==> src/rtl/slc3_pkg.sv <==
// Shared types and encodings for the SLC-3 instruction sequencer.
// Both the state decode and the control-word layout live here.
package slc3_pkg;

    typedef enum logic [4:0] {
        S_HALTED, S_18, S_33, S_35, S_32,
        S_01, S_05, S_09, S_00, S_22,
        S_12, S_04, S_21, S_06, S_25,
        S_27, S_07, S_23, S_16, S_P1, S_P2
    } state_t;

    localparam logic [3:0] OP_ADD   = 4'b0001;
    localparam logic [3:0] OP_AND   = 4'b0101;
    localparam logic [3:0] OP_NOT   = 4'b1001;
    localparam logic [3:0] OP_BR    = 4'b0000;
    localparam logic [3:0] OP_JMP   = 4'b1100;
    localparam logic [3:0] OP_JSR   = 4'b0100;
    localparam logic [3:0] OP_LDR   = 4'b0110;
    localparam logic [3:0] OP_STR   = 4'b0111;
    localparam logic [3:0] OP_PAUSE = 4'b1101;

    localparam logic [1:0] ALUK_ADD   = 2'b00;
    localparam logic [1:0] ALUK_AND   = 2'b01;
    localparam logic [1:0] ALUK_NOT   = 2'b10;
    localparam logic [1:0] ALUK_PASSA = 2'b11;

    localparam logic [1:0] PCMUX_INC   = 2'b00;
    localparam logic [1:0] PCMUX_BUS   = 2'b01;
    localparam logic [1:0] PCMUX_ADDER = 2'b10;

    localparam logic [1:0] ADDR2_ZERO   = 2'b00;
    localparam logic [1:0] ADDR2_SEXT6  = 2'b01;
    localparam logic [1:0] ADDR2_SEXT9  = 2'b10;
    localparam logic [1:0] ADDR2_SEXT11 = 2'b11;

    typedef struct packed {
        logic       ld_mar;
        logic       ld_mdr;
        logic       ld_ir;
        logic       ld_ben;
        logic       ld_cc;
        logic       ld_reg;
        logic       ld_pc;
        logic       ld_led;
        logic       gate_pc;
        logic       gate_mdr;
        logic       gate_alu;
        logic       gate_marmux;
        logic       dr;
        logic       sr1mux;
        logic       addr1mux;
        logic [1:0] addr2mux;
        logic [1:0] pcmux;
        logic [1:0] aluk;
        logic       mio_en;
        logic       mem_oe;
        logic       mem_we;
    } ctrl_t;

    // Everything inactive; memory strobes are active-low so they idle high.
    localparam ctrl_t CTRL_IDLE = ctrl_t'(24'h000003);

    function automatic ctrl_t decode_ctrl(input state_t st, input logic wait_done,
                                          input logic first_cycle);
        ctrl_t c;
        c = CTRL_IDLE;
        case (st)
            S_18: begin
                c.gate_pc = 1'b1; c.ld_mar = 1'b1; c.pcmux = PCMUX_INC; c.ld_pc = 1'b1;
            end
            S_33, S_25: begin
                c.mem_oe = 1'b0; c.mio_en = 1'b0; c.ld_mdr = wait_done;
            end
            S_35: begin
                c.gate_mdr = 1'b1; c.ld_ir = 1'b1;
            end
            S_32: c.ld_ben = 1'b1;
            S_01, S_05, S_09: begin
                c.sr1mux = 1'b1; c.dr = 1'b1; c.gate_alu = 1'b1;
                c.ld_reg = 1'b1; c.ld_cc = 1'b1;
                c.aluk = (st == S_01) ? ALUK_ADD : ((st == S_05) ? ALUK_AND : ALUK_NOT);
            end
            S_22: begin
                c.addr1mux = 1'b1; c.addr2mux = ADDR2_SEXT9; c.pcmux = PCMUX_ADDER; c.ld_pc = 1'b1;
            end
            S_12: begin
                c.sr1mux = 1'b1; c.addr1mux = 1'b0; c.addr2mux = ADDR2_ZERO;
                c.pcmux = PCMUX_ADDER; c.ld_pc = 1'b1;
            end
            S_04: begin
                c.gate_pc = 1'b1; c.dr = 1'b0; c.ld_reg = 1'b1;
            end
            S_21: begin
                c.addr1mux = 1'b1; c.addr2mux = ADDR2_SEXT11; c.pcmux = PCMUX_ADDER; c.ld_pc = 1'b1;
            end
            S_06, S_07: begin
                c.sr1mux = 1'b1; c.addr1mux = 1'b0; c.addr2mux = ADDR2_SEXT6;
                c.gate_marmux = 1'b1; c.ld_mar = 1'b1;
            end
            S_27: begin
                c.gate_mdr = 1'b1; c.dr = 1'b1; c.ld_reg = 1'b1; c.ld_cc = 1'b1;
            end
            S_23: begin
                c.sr1mux = 1'b0; c.aluk = ALUK_PASSA; c.gate_alu = 1'b1;
                c.mio_en = 1'b1; c.ld_mdr = 1'b1;
            end
            S_16: c.mem_we = 1'b0;
            S_P1: c.ld_led = first_cycle;
            default: c = CTRL_IDLE;
        endcase
        return c;
    endfunction

endpackage

==> src/rtl/slc3_control_wait.sv <==
// Per-state cycle counter used to stretch memory strobes and to spot the first
// cycle of a pause; clears on state change and saturates instead of wrapping.
module mem_wait_counter #(
    parameter int MEM_WAIT = 2
) (
    input  logic       clk,
    input  logic       rst_n,
    input  logic       clear,
    input  logic       enable,
    output logic [2:0] count_next,
    output logic       done,
    output logic       done_next
);

    localparam logic [2:0] DONE_VAL = 3'(MEM_WAIT - 1);
    localparam logic [2:0] CNT_MAX  = 3'd7;

    logic [2:0] count_r;
    logic [2:0] count_nx_s;

    // Next count: clear wins, otherwise count up until saturated.
    always_comb begin
        count_nx_s = count_r;
        if (clear) begin
            count_nx_s = 3'd0;
        end else if (enable && (count_r != CNT_MAX)) begin
            count_nx_s = count_r + 3'd1;
        end else begin
            count_nx_s = count_r;
        end
    end

    // Counter register.
    always_ff @(posedge clk or negedge rst_n) begin
        if (!rst_n) begin
            count_r <= 3'd0;
        end else begin
            count_r <= count_nx_s;
        end
    end

    assign count_next = count_nx_s;
    assign done       = (count_r == DONE_VAL);
    assign done_next  = (count_nx_s == DONE_VAL);

endmodule

==> src/rtl/slc3_control.sv <==
// SLC-3 ISDU: Moore sequencer driving datapath loads, gates, mux selects and
// memory strobes. Outputs are registered from the decode of the next state.
module slc3_control
    import slc3_pkg::*;
#(
    parameter int MEM_WAIT = 2
) (
    input  logic       clk,
    input  logic       reset,
    input  logic       Run,
    input  logic       Continue,
    input  logic [3:0] Opcode,
    input  logic       BEN,
    output logic       LD_MAR,
    output logic       LD_MDR,
    output logic       LD_IR,
    output logic       LD_BEN,
    output logic       LD_CC,
    output logic       LD_REG,
    output logic       LD_PC,
    output logic       LD_LED,
    output logic       GatePC,
    output logic       GateMDR,
    output logic       GateALU,
    output logic       GateMARMUX,
    output logic       DR,
    output logic       SR1MUX,
    output logic       ADDR1MUX,
    output logic [1:0] ADDR2MUX,
    output logic [1:0] PCMUX,
    output logic [1:0] ALUK,
    output logic       MIO_EN,
    output logic       Mem_OE,
    output logic       Mem_WE
);

    state_t     state_r;
    state_t     state_nx_s;
    ctrl_t      ctrl_r;
    ctrl_t      ctrl_nx_s;
    logic       wait_en_s;
    logic       wait_clear_s;
    logic       wait_done_s;
    logic       wait_done_nx_s;
    logic [2:0] wait_cnt_nx_s;

    // Next-state selection and which states run the wait counter.
    always_comb begin
        state_nx_s = state_r;
        wait_en_s  = 1'b0;
        case (state_r)
            S_HALTED: state_nx_s = Run ? S_18 : S_HALTED;
            S_18:     state_nx_s = S_33;
            S_33: begin
                wait_en_s  = 1'b1;
                state_nx_s = wait_done_s ? S_35 : S_33;
            end
            S_35:     state_nx_s = S_32;
            S_32: begin
                case (Opcode)
                    OP_ADD:   state_nx_s = S_01;
                    OP_AND:   state_nx_s = S_05;
                    OP_NOT:   state_nx_s = S_09;
                    OP_BR:    state_nx_s = S_00;
                    OP_JMP:   state_nx_s = S_12;
                    OP_JSR:   state_nx_s = S_04;
                    OP_LDR:   state_nx_s = S_06;
                    OP_STR:   state_nx_s = S_07;
                    OP_PAUSE: state_nx_s = S_P1;
                    default:  state_nx_s = S_18;
                endcase
            end
            S_01, S_05, S_09, S_22, S_12, S_21, S_27: state_nx_s = S_18;
            S_00:     state_nx_s = BEN ? S_22 : S_18;
            S_04:     state_nx_s = S_21;
            S_06:     state_nx_s = S_25;
            S_25: begin
                wait_en_s  = 1'b1;
                state_nx_s = wait_done_s ? S_27 : S_25;
            end
            S_07:     state_nx_s = S_23;
            S_23:     state_nx_s = S_16;
            S_16: begin
                wait_en_s  = 1'b1;
                state_nx_s = wait_done_s ? S_18 : S_16;
            end
            // The counter marks the first pause cycle so LD_LED pulses only once.
            S_P1: begin
                wait_en_s  = 1'b1;
                state_nx_s = Continue ? S_P2 : S_P1;
            end
            S_P2:     state_nx_s = Continue ? S_P2 : S_18;
            default:  state_nx_s = S_HALTED;
        endcase
    end

    assign wait_clear_s = (state_nx_s != state_r);

    mem_wait_counter #(
        .MEM_WAIT (MEM_WAIT)
    ) u_wait (
        .clk        (clk),
        .rst_n      (reset),
        .clear      (wait_clear_s),
        .enable     (wait_en_s),
        .count_next (wait_cnt_nx_s),
        .done       (wait_done_s),
        .done_next  (wait_done_nx_s)
    );

    assign ctrl_nx_s = decode_ctrl(state_nx_s, wait_done_nx_s, (wait_cnt_nx_s == 3'd0));

    // State and control-word registers; reset forces strobes high immediately.
    always_ff @(posedge clk or negedge reset) begin
        if (!reset) begin
            state_r <= S_HALTED;
            ctrl_r  <= CTRL_IDLE;
        end else begin
            state_r <= state_nx_s;
            ctrl_r  <= ctrl_nx_s;
        end
    end

    assign LD_MAR     = ctrl_r.ld_mar;
    assign LD_MDR     = ctrl_r.ld_mdr;
    assign LD_IR      = ctrl_r.ld_ir;
    assign LD_BEN     = ctrl_r.ld_ben;
    assign LD_CC      = ctrl_r.ld_cc;
    assign LD_REG     = ctrl_r.ld_reg;
    assign LD_PC      = ctrl_r.ld_pc;
    assign LD_LED     = ctrl_r.ld_led;
    assign GatePC     = ctrl_r.gate_pc;
    assign GateMDR    = ctrl_r.gate_mdr;
    assign GateALU    = ctrl_r.gate_alu;
    assign GateMARMUX = ctrl_r.gate_marmux;
    assign DR         = ctrl_r.dr;
    assign SR1MUX     = ctrl_r.sr1mux;
    assign ADDR1MUX   = ctrl_r.addr1mux;
    assign ADDR2MUX   = ctrl_r.addr2mux;
    assign PCMUX      = ctrl_r.pcmux;
    assign ALUK       = ctrl_r.aluk;
    assign MIO_EN     = ctrl_r.mio_en;
    assign Mem_OE     = ctrl_r.mem_oe;
    assign Mem_WE     = ctrl_r.mem_we;

endmodule

==> config.mk <==
export PLATFORM = sky130hd
export DESIGN_NAME = slc3_control
export DESIGN_NICKNAME = d
export VERILOG_FILES = /design/src/rtl/slc3_pkg.sv /design/src/rtl/slc3_control_wait.sv /design/src/rtl/slc3_control.sv
export SDC_FILE = /design/constraint.sdc
export NUM_CORES = 1
export LEC_CHECK = 0
export BUFFER_PORTS_ARGS = -buffer_cell sky130_fd_sc_hd__buf_2
export CAP_MARGIN = 10
export CELL_PAD_IN_SITES_DETAIL_PLACEMENT = 0
export CELL_PAD_IN_SITES_GLOBAL_PLACEMENT = 1
export CORE_UTILIZATION = 46
export DETAILED_ROUTE_END_ITERATION = 8
export GPL_TIMING_DRIVEN = 0
export MAX_ROUTING_LAYER = met4
export PLACE_DENSITY = 0.85
export SLEW_MARGIN = 20
export SYNTH_ARGS = -nofsm -noshare
export SYNTH_HDL_FRONTEND = slang
export SYNTH_SLANG_ARGS = --single-unit
export TNS_END_PERCENT = 1
==> constraint.sdc <==
create_clock -name clk -period 4 [get_ports clk]
set_input_delay 0.8 -clock clk [delete_from_list [all_inputs] [get_ports clk]]
set_output_delay 0.8 -clock clk [all_outputs]
set_load 0.005 [all_outputs]
==> results of run 1 <==
==> cell type report <==
cell class	instances	area [um2]	share of cell area, %
buffer	17	108	4.78
clock buffer	7	86.3	3.83
clock inverter	1	30.0	1.33
inverter	14	52.6	2.33
multi-input combinational	150	1040	46.0
sequential	29	728	32.3
tap	50	62.6	2.78
timing repair buffer	30	150	6.66
==> worst min-delay path by stage <==
stage,to,slack (ns),start,cells after the start
2_1_floorplan,ADDR1MUX,0.50,reset,0
3_3_place_gp,u_wait.count_r[1],0.63,u_wait.count_r[1],2
3_5_place_dp,u_wait.count_r[1],0.63,u_wait.count_r[1],2
4_1_cts,ALUK[0],0.55,reset,1
5_1_grt,state_r[2],0.60,reset,1
6_report,LD_LED,0.54,reset,1
==> metal layers <==
metal	wire, um	GRT usage (%)	part of all wire [%]	vias up
met2	2120	34.5	49	32
met5	0	-	0	-
li1	-	-	-	831
met1	2020	29.6	46	806
met3	136	3.60	3.1	9
met4	83	9.04	1.9	0
==> cell families (layout without fill, tap and decap cells) <==
kind of cell	count (synthesis)	in the layout	synth area share, %
flops	29	29	37.8
compound gates	50	50	20.0
buf+inv	31	69	8.32
xor+xnor	7	7	3.19
other cells	1	1	0.195
fa+ha+maj	6	6	3.90
simple gates	82	82	24.4
mux	4	4	2.21
==> through the flow <==
| stage | hold WS [ns] | setup slack (ns) | utilization (%) |
|---|---|---|---|
| 3_3_place_gp | 0.628 | 1.07 | 53.4 |
| 3_5_place_dp | 0.634 | 1.07 | 53.4 |
| 5_1_grt | 0.596 | 1.25 | 56.3 |
| 2_1_floorplan | 0.504 | 1.49 | - |
| 4_1_cts | 0.551 | 1.34 | 56.3 |
| 6_report | 0.543 | 1.38 | 56.3 |
==> layout by cell type (no fill, tap or decap), types with 9 or more instances in the layout <==
master   instances
a21oi_1         15
buf_2           38
dfrtp_1         27
inv_1           10
nand2_1         15
nand3_1         11
nor2_1           9
nor3_1          10
==> power by group through the flow <==
| stage | combinational (W) | sequential [W] | clock (W) |
|---|---|---|---|
| global route | 0.00109 | 0.000410 | 0.000331 |
| finish | 0.000987 | 0.000404 | 0.000308 |
| global placement | 0.000981 | 0.000408 | 0 |
| detailed placement | 0.000985 | 0.000408 | 0 |
| floorplan | 0.000739 | 0.000410 | 0 |
| CTS | 0.000992 | 0.000403 | 0.000318 |
==> results.md, run 1 <==
- Status: finished, final reports clean
- Wire per inst: 14.6 um
- CTS Buf Count: 5
- Most frequent cells after synthesis: dfrtp_1 (27), a21oi_1 (15), nand2_1 (15), nand3_1 (11)
- Minimum clock period: between 2 and 3 ns
- Logic gate share of total power: between 50% and 60%
- CP Capture Type: register
- Tcrit/Tclk final: between 60% and 70%
- Design Power: 0.00170 W
- Area contributors post-synth: dfrtp_1 (35%), a21oi_1 (3.9%), ha_1 (3.9%)
- Hold Crit Class: input pin to asynchronous set/reset pin
- Drt first pass iters: 4
- Worst EP arrival: between 2 and 3 ns
- CTS Hold Bufs: 0
- Max incr delay on CP: roughly 0.54 ns
- DRC errors left: 0
- Initial drt markers: about 120
- Synth top area share: about a third
- Crit Path Category: input pin to register
- Setup crit start: Opcode[2]
- Max Clk Rate: 382 MHz
- Area delta synth->final: 17.1%
- Startpoint types: input pin
- R2R Path Start: u_wait.count_r[0]
- Placed cells: just under 300
- Root Driver: clkbuf_8
- Synth warn: 0
- Largest net degree at the start of global routing: 30
- Slew margin rel.: 57.0%
- Most frequent cell after synthesis: dfrtp_1
- Initial Util: approximately half
- Net switching power figure: around 0.00075 W
- Avg Cell Area, Syn: 9.16 um2
- Clk_skew: ~0.0067 ns
- Maxcap violations: 0
- Largest reg by FF count: state_r
- Fraction of power spent switching nets: roughly 44%
- VDD IR max: about 430 uV
- Die area: ~0.0044 mm2
- Port buffer count: 30
- Crit path max-delay family: compound AO/OA/AOI/OAI gates
- Ys flop type: dfrtp_1
- EDFF count, synth: 0
- Number of flip-flops in the largest register: 5
- Die X: 66.7 um
- Via-to-Cell Ratio: around 5.6
- RSZ-0062 raised after global routing: no
- CTS max path bufs: 2
- Power Density: 754 mW/mm2
- Int Pwr: about 0.00095 W
- I/O pins: 33
- Clock Power Share: a little under a fifth
- Filler Cell Count: between 300 and 400
- DP Area: 0.00214 mm2
- Via count: approximately 1,700
- R2r setup slk: roughly 1.5 ns
- Synthesized area: around 0.0019 mm2
- HPWL Detailed: roughly 3200 um
- Register area share after synthesis: a little under two fifths
- Initial antenna violation count: 0
- TritonCTS Sinks: 29
- Htree depth: 2
- WP depth: 7
- Ant. Diodes: 0
- Post-cts resize count: 0
- Core Footprint: 0.00400 mm2
- Pins Over Slew Limit: 0
- Post-layout instance area: 0.00225 mm2
- First-pass GRT wire length: 7220 um
- Req. time, crit path: around 4.2 ns
- Slowest cell on the critical path: or4_1
- Critical Path, Cell by Cell: buf_2 -> xnor2_1 -> nand3_1 -> a221o_1 -> a31oi_1 -> inv_1 -> or4_1
- Synth cell types: 60
- Setup bufs post-CTS: 0
- Routed Antenna Nets: 0
- CTS tree: yes
- DIE HEIGHT: about 67 um
- #FFs+latches synth: 29
- Cell taking the most area after synthesis: dfrtp_1
- Row cnt: 23
- Static Leak: roughly 1.1 nW
- Reg2reg path depth: 9
- Total wire length: approximately 4400 um
- Reg power frac: between 20% and 30%
- RePlAce Congestion: roughly 0.85
- Bufs and invs on worst path: 2
- Final Non-Filler Cells: between 200 and 300
- Reg clk slew, reported paths: 0.06 ns
- Critical path destination: Mem_WE
- Fraction of registers with async set or reset after synthesis: 100%
- Reg2reg end: LD_MDR
- Final setup vio count: 0
- Global-route usage over all layers: between 20% and 30%
- Net count, final: about 260
- Endpoints failing hold: 0
- Syn Nets: roughly 230
- Synthesized instance count: 210
- Worst slew pin tran: ~0.64 ns
- Setup TNS: 0 ns
- Share of layout cells above drive strength 1: around 27%
- Clock Latency Late Sink: 0.28 ns
- Crit path max fanout: 7
- Vias in the first global route: around 1,500
- Total grt overflow: 0
Power figures use the tool's default switching activity.
==> inputs of run 2 (changes only) <==
--- a/config.mk
+++ b/config.mk
@@ -9,11 +9,11 @@
 export CAP_MARGIN = 10
 export CELL_PAD_IN_SITES_DETAIL_PLACEMENT = 0
 export CELL_PAD_IN_SITES_GLOBAL_PLACEMENT = 1
-export CORE_UTILIZATION = 46
+export CORE_UTILIZATION = 38
 export DETAILED_ROUTE_END_ITERATION = 8
 export GPL_TIMING_DRIVEN = 0
 export MAX_ROUTING_LAYER = met4
-export PLACE_DENSITY = 0.85
+export PLACE_DENSITY = 0.75
 export SLEW_MARGIN = 20
 export SYNTH_ARGS = -nofsm -noshare
 export SYNTH_HDL_FRONTEND = slang
==> constraint.sdc (replaced) <==
create_clock -name clk -period 2.1 [get_ports clk]
set_input_delay 0.42 -clock clk [delete_from_list [all_inputs] [get_ports clk]]
set_output_delay 0.42 -clock clk [all_outputs]
set_load 0.005 [all_outputs]
==> results.md, run 2 (synthesis results as in run 1) <==
- DRC errors left: 0 (unchanged)
- Status: complete, but fails checks
- Worst Slack Setup Final: -0.0939 ns (-1.48 ns)
- Clock Latency Late Sink: 0.27 ns (about the same)
- Clk_skew: 0.00282 ns (-0.00392 ns)
- Global-route usage over all layers: 20.0% (-2.5 points)
- Pins Over Slew Limit: 0 (unchanged)
- Port buffer count: 30 (unchanged)
- Logic gate share of total power: 64.4% (+6.3 points)
- HPWL Detailed: 3320 um (+4.2%)
- Most frequent cells in the layout: buf_2 (33), dfrtp_1 (22), nand2_1 (15), a21oi_1 (15), buf_4 (11)
- Core Footprint: 0.00479 mm2 (+20%)
- VDD IR max: 647 uV (+50%)
- Fraction of power spent switching nets: 44.5% (+0.46 points)
- Maxcap violations: 0 (unchanged)
- Slew margin rel.: 58.6% (+1.6 points)
- Startpoint types: register
- RSZ-0062 raised after global routing: yes
- Total wire length: 4560 um (+4.6%)
- Setup TNS: -0.254 ns (-0.254 ns)
- Int Pwr: 0.00194 W (+100%)
- Root Driver: clkbuf_8
- Minimum clock period: ~2.2 ns
- Share of layout cells above drive strength 1: 38.0% (+11 points)
- Initial antenna violation count: 0 (unchanged)
- Die X: 73.2 um (+9.7%)
- CTS max path bufs: 2 (unchanged)
- I/O pins: 33 (unchanged)
- Clock Power Share: 12.7% (-5.4 points)
- Final core occ: 50.6% (-5.8 points)
- Max Clk Rate: ~460 MHz
- Htree depth: 2 (unchanged)
- Static Leak: 1.14 nW (+4.0%)
- CTS tree: yes
- Req. time, crit path: 2.26 ns (-1.94 ns)
- First-pass GRT wire length: 7950 um (+10%)
- Initial Util: 40.2% (-7.9 points)
- Die area: 0.00535 mm2 (+20%)
- Final setup vio count: 8 (+8)
- RePlAce Congestion: 0.849 (+0.20%)
- Final Non-Filler Cells: 317 (+6.4%)
- Fin Hold WS: 0.162 ns (-0.381 ns)
- Placed cells: 307 (+5.9%)
- Power Density: 1450 mW/mm2 (+92%)
- Crit Path Category: register to register
- Drt first pass iters: 4 (unchanged)
- Area delta synth->final: 25.7%
- DP Area: 0.00216 mm2 (+1.3%)
- Via count: 1,727 (+2.9%)
- CTS Hold Bufs: 0 (unchanged)
- Vias in the first global route: 1,673 (+12%)
- Largest net degree at the start of global routing: 30 (unchanged)
- Endpoints failing hold: 0 (unchanged)
- Tcrit/Tclk final: 104%
- Largest reg by FF count: state_r
- R2r setup slk: -0.09 ns (-1.59 ns)
- Worst EP arrival: 2.35 ns (-0.46 ns)
- Post-layout instance area: 0.00242 mm2 (+7.4%)
- Initial drt markers: 85 (-29%)
- Row cnt: 25 (+8.7%)
- Number of flip-flops in the largest register: 5 (unchanged)
- CP Capture Type: register
- Worst slew pin tran: 0.621 ns (-0.0233 ns)
- Reg2reg end: LD_LED
- Via-to-Cell Ratio: 5.45 (-3.2%)
- Wire per inst: 14.4 um (-1.7%)
- TritonCTS Sinks: 29 (unchanged)
- DIE HEIGHT: 73.2 um (+9.7%)
- Reg2reg path depth: 5 (-4)
- CTS Buf Count: 5 (unchanged)
- Reg power frac: 22.9% (-0.9 points)
- Hold Crit Class: input pin to asynchronous set/reset pin
- Net count, final: 265 (+1.1%)
- R2R Path Start: state_r[0]
- Net switching power figure: 0.00156 W (+110%)
- Failing checks: setup timing
- Ant. Diodes: 0 (unchanged)
- Crit path max fanout: 8 (+1)
- Routed Antenna Nets: 0 (unchanged)
- Reg clk slew, reported paths: 0.06 ns (about the same)
- Total grt overflow: 0 (unchanged)
- Commonest non-fill, non-tap cell in the layout: buf_2
## run 2: changes by cell type in the layout (fill, tap and decap cells not counted), moves of 3 or more
cell,before,now
buf_6,2,6
inv_4,0,3
buf_2,38,33
dfrtp_2,0,5
nor2_1,9,6
dfrtp_1,27,22
buf_4,5,11
or3b_1,3,0
or3b_4,0,3
## run 2: cell type report
cell class,instances,area (um2)
Sequential cell,29,734
Multi-Input combinational cell,150,1140
Timing Repair Buffer,35,188
Tap cell,67,83.8
Clock buffer,7,86.3
Buffer,15,128
Inverter,14,60.1
Fill cell,455,2370
## run 2: metrics by stage
stage	worst slack (ns)	total power [W]
floorplan	-0.0229	0.00220
global placement	-0.383	0.00268
detailed placement	-0.405	0.00268
CTS	-0.0969	0.00348
global route	-0.190	0.00380
finish	-0.0939	0.00350
## run 2: worst max-delay path by stage
stage                           from     end  slack (ns)
after floorplan           state_r[0]  SR1MUX       -0.02
after global placement     Opcode[0]  LD_MDR       -0.38
after detailed placement   Opcode[0]  LD_MDR       -0.41
after CTS                 state_r[1]  LD_LED        -0.1
after global routing      state_r[4]  LD_MDR       -0.19
final                     state_r[0]  LD_LED       -0.09
## run 2: critical path: stages, from the launching register on
cell,delay (ns)
dfrtp_2,0.48
or3b_4,0.44
o32a_1,0.38
a221oi_2,0.28
nand4_2,0.21
o31a_1,0.29
## run 2: timing repair
action / 4_1_cts / 5_1_grt
gates resized for setup: 34 / 9
setup buffers: 4 / 1
pin swaps: 8 / 5
endpoints found under the setup margin: 25 / 24
## run 2: routing by layer
layer  vias up  routed length [um]  track usage, %
met5         -                   0               -
met3         9                 167            3.45
met4         0                  89            7.19
li1        844                   -               -
met2        42                2170            32.1
met1       832                2140            25.3
## run 2: power by group through the flow
stage | combinational, W | clock (W) | sequential (W)
floorplan | 0.00142 | 0 | 0.000780
global placement | 0.00190 | 0 | 0.000777
detailed placement | 0.00191 | 0 | 0.000775
CTS | 0.00222 | 0.000462 | 0.000799
global route | 0.00249 | 0.000484 | 0.000820
finish | 0.00225 | 0.000444 | 0.000802
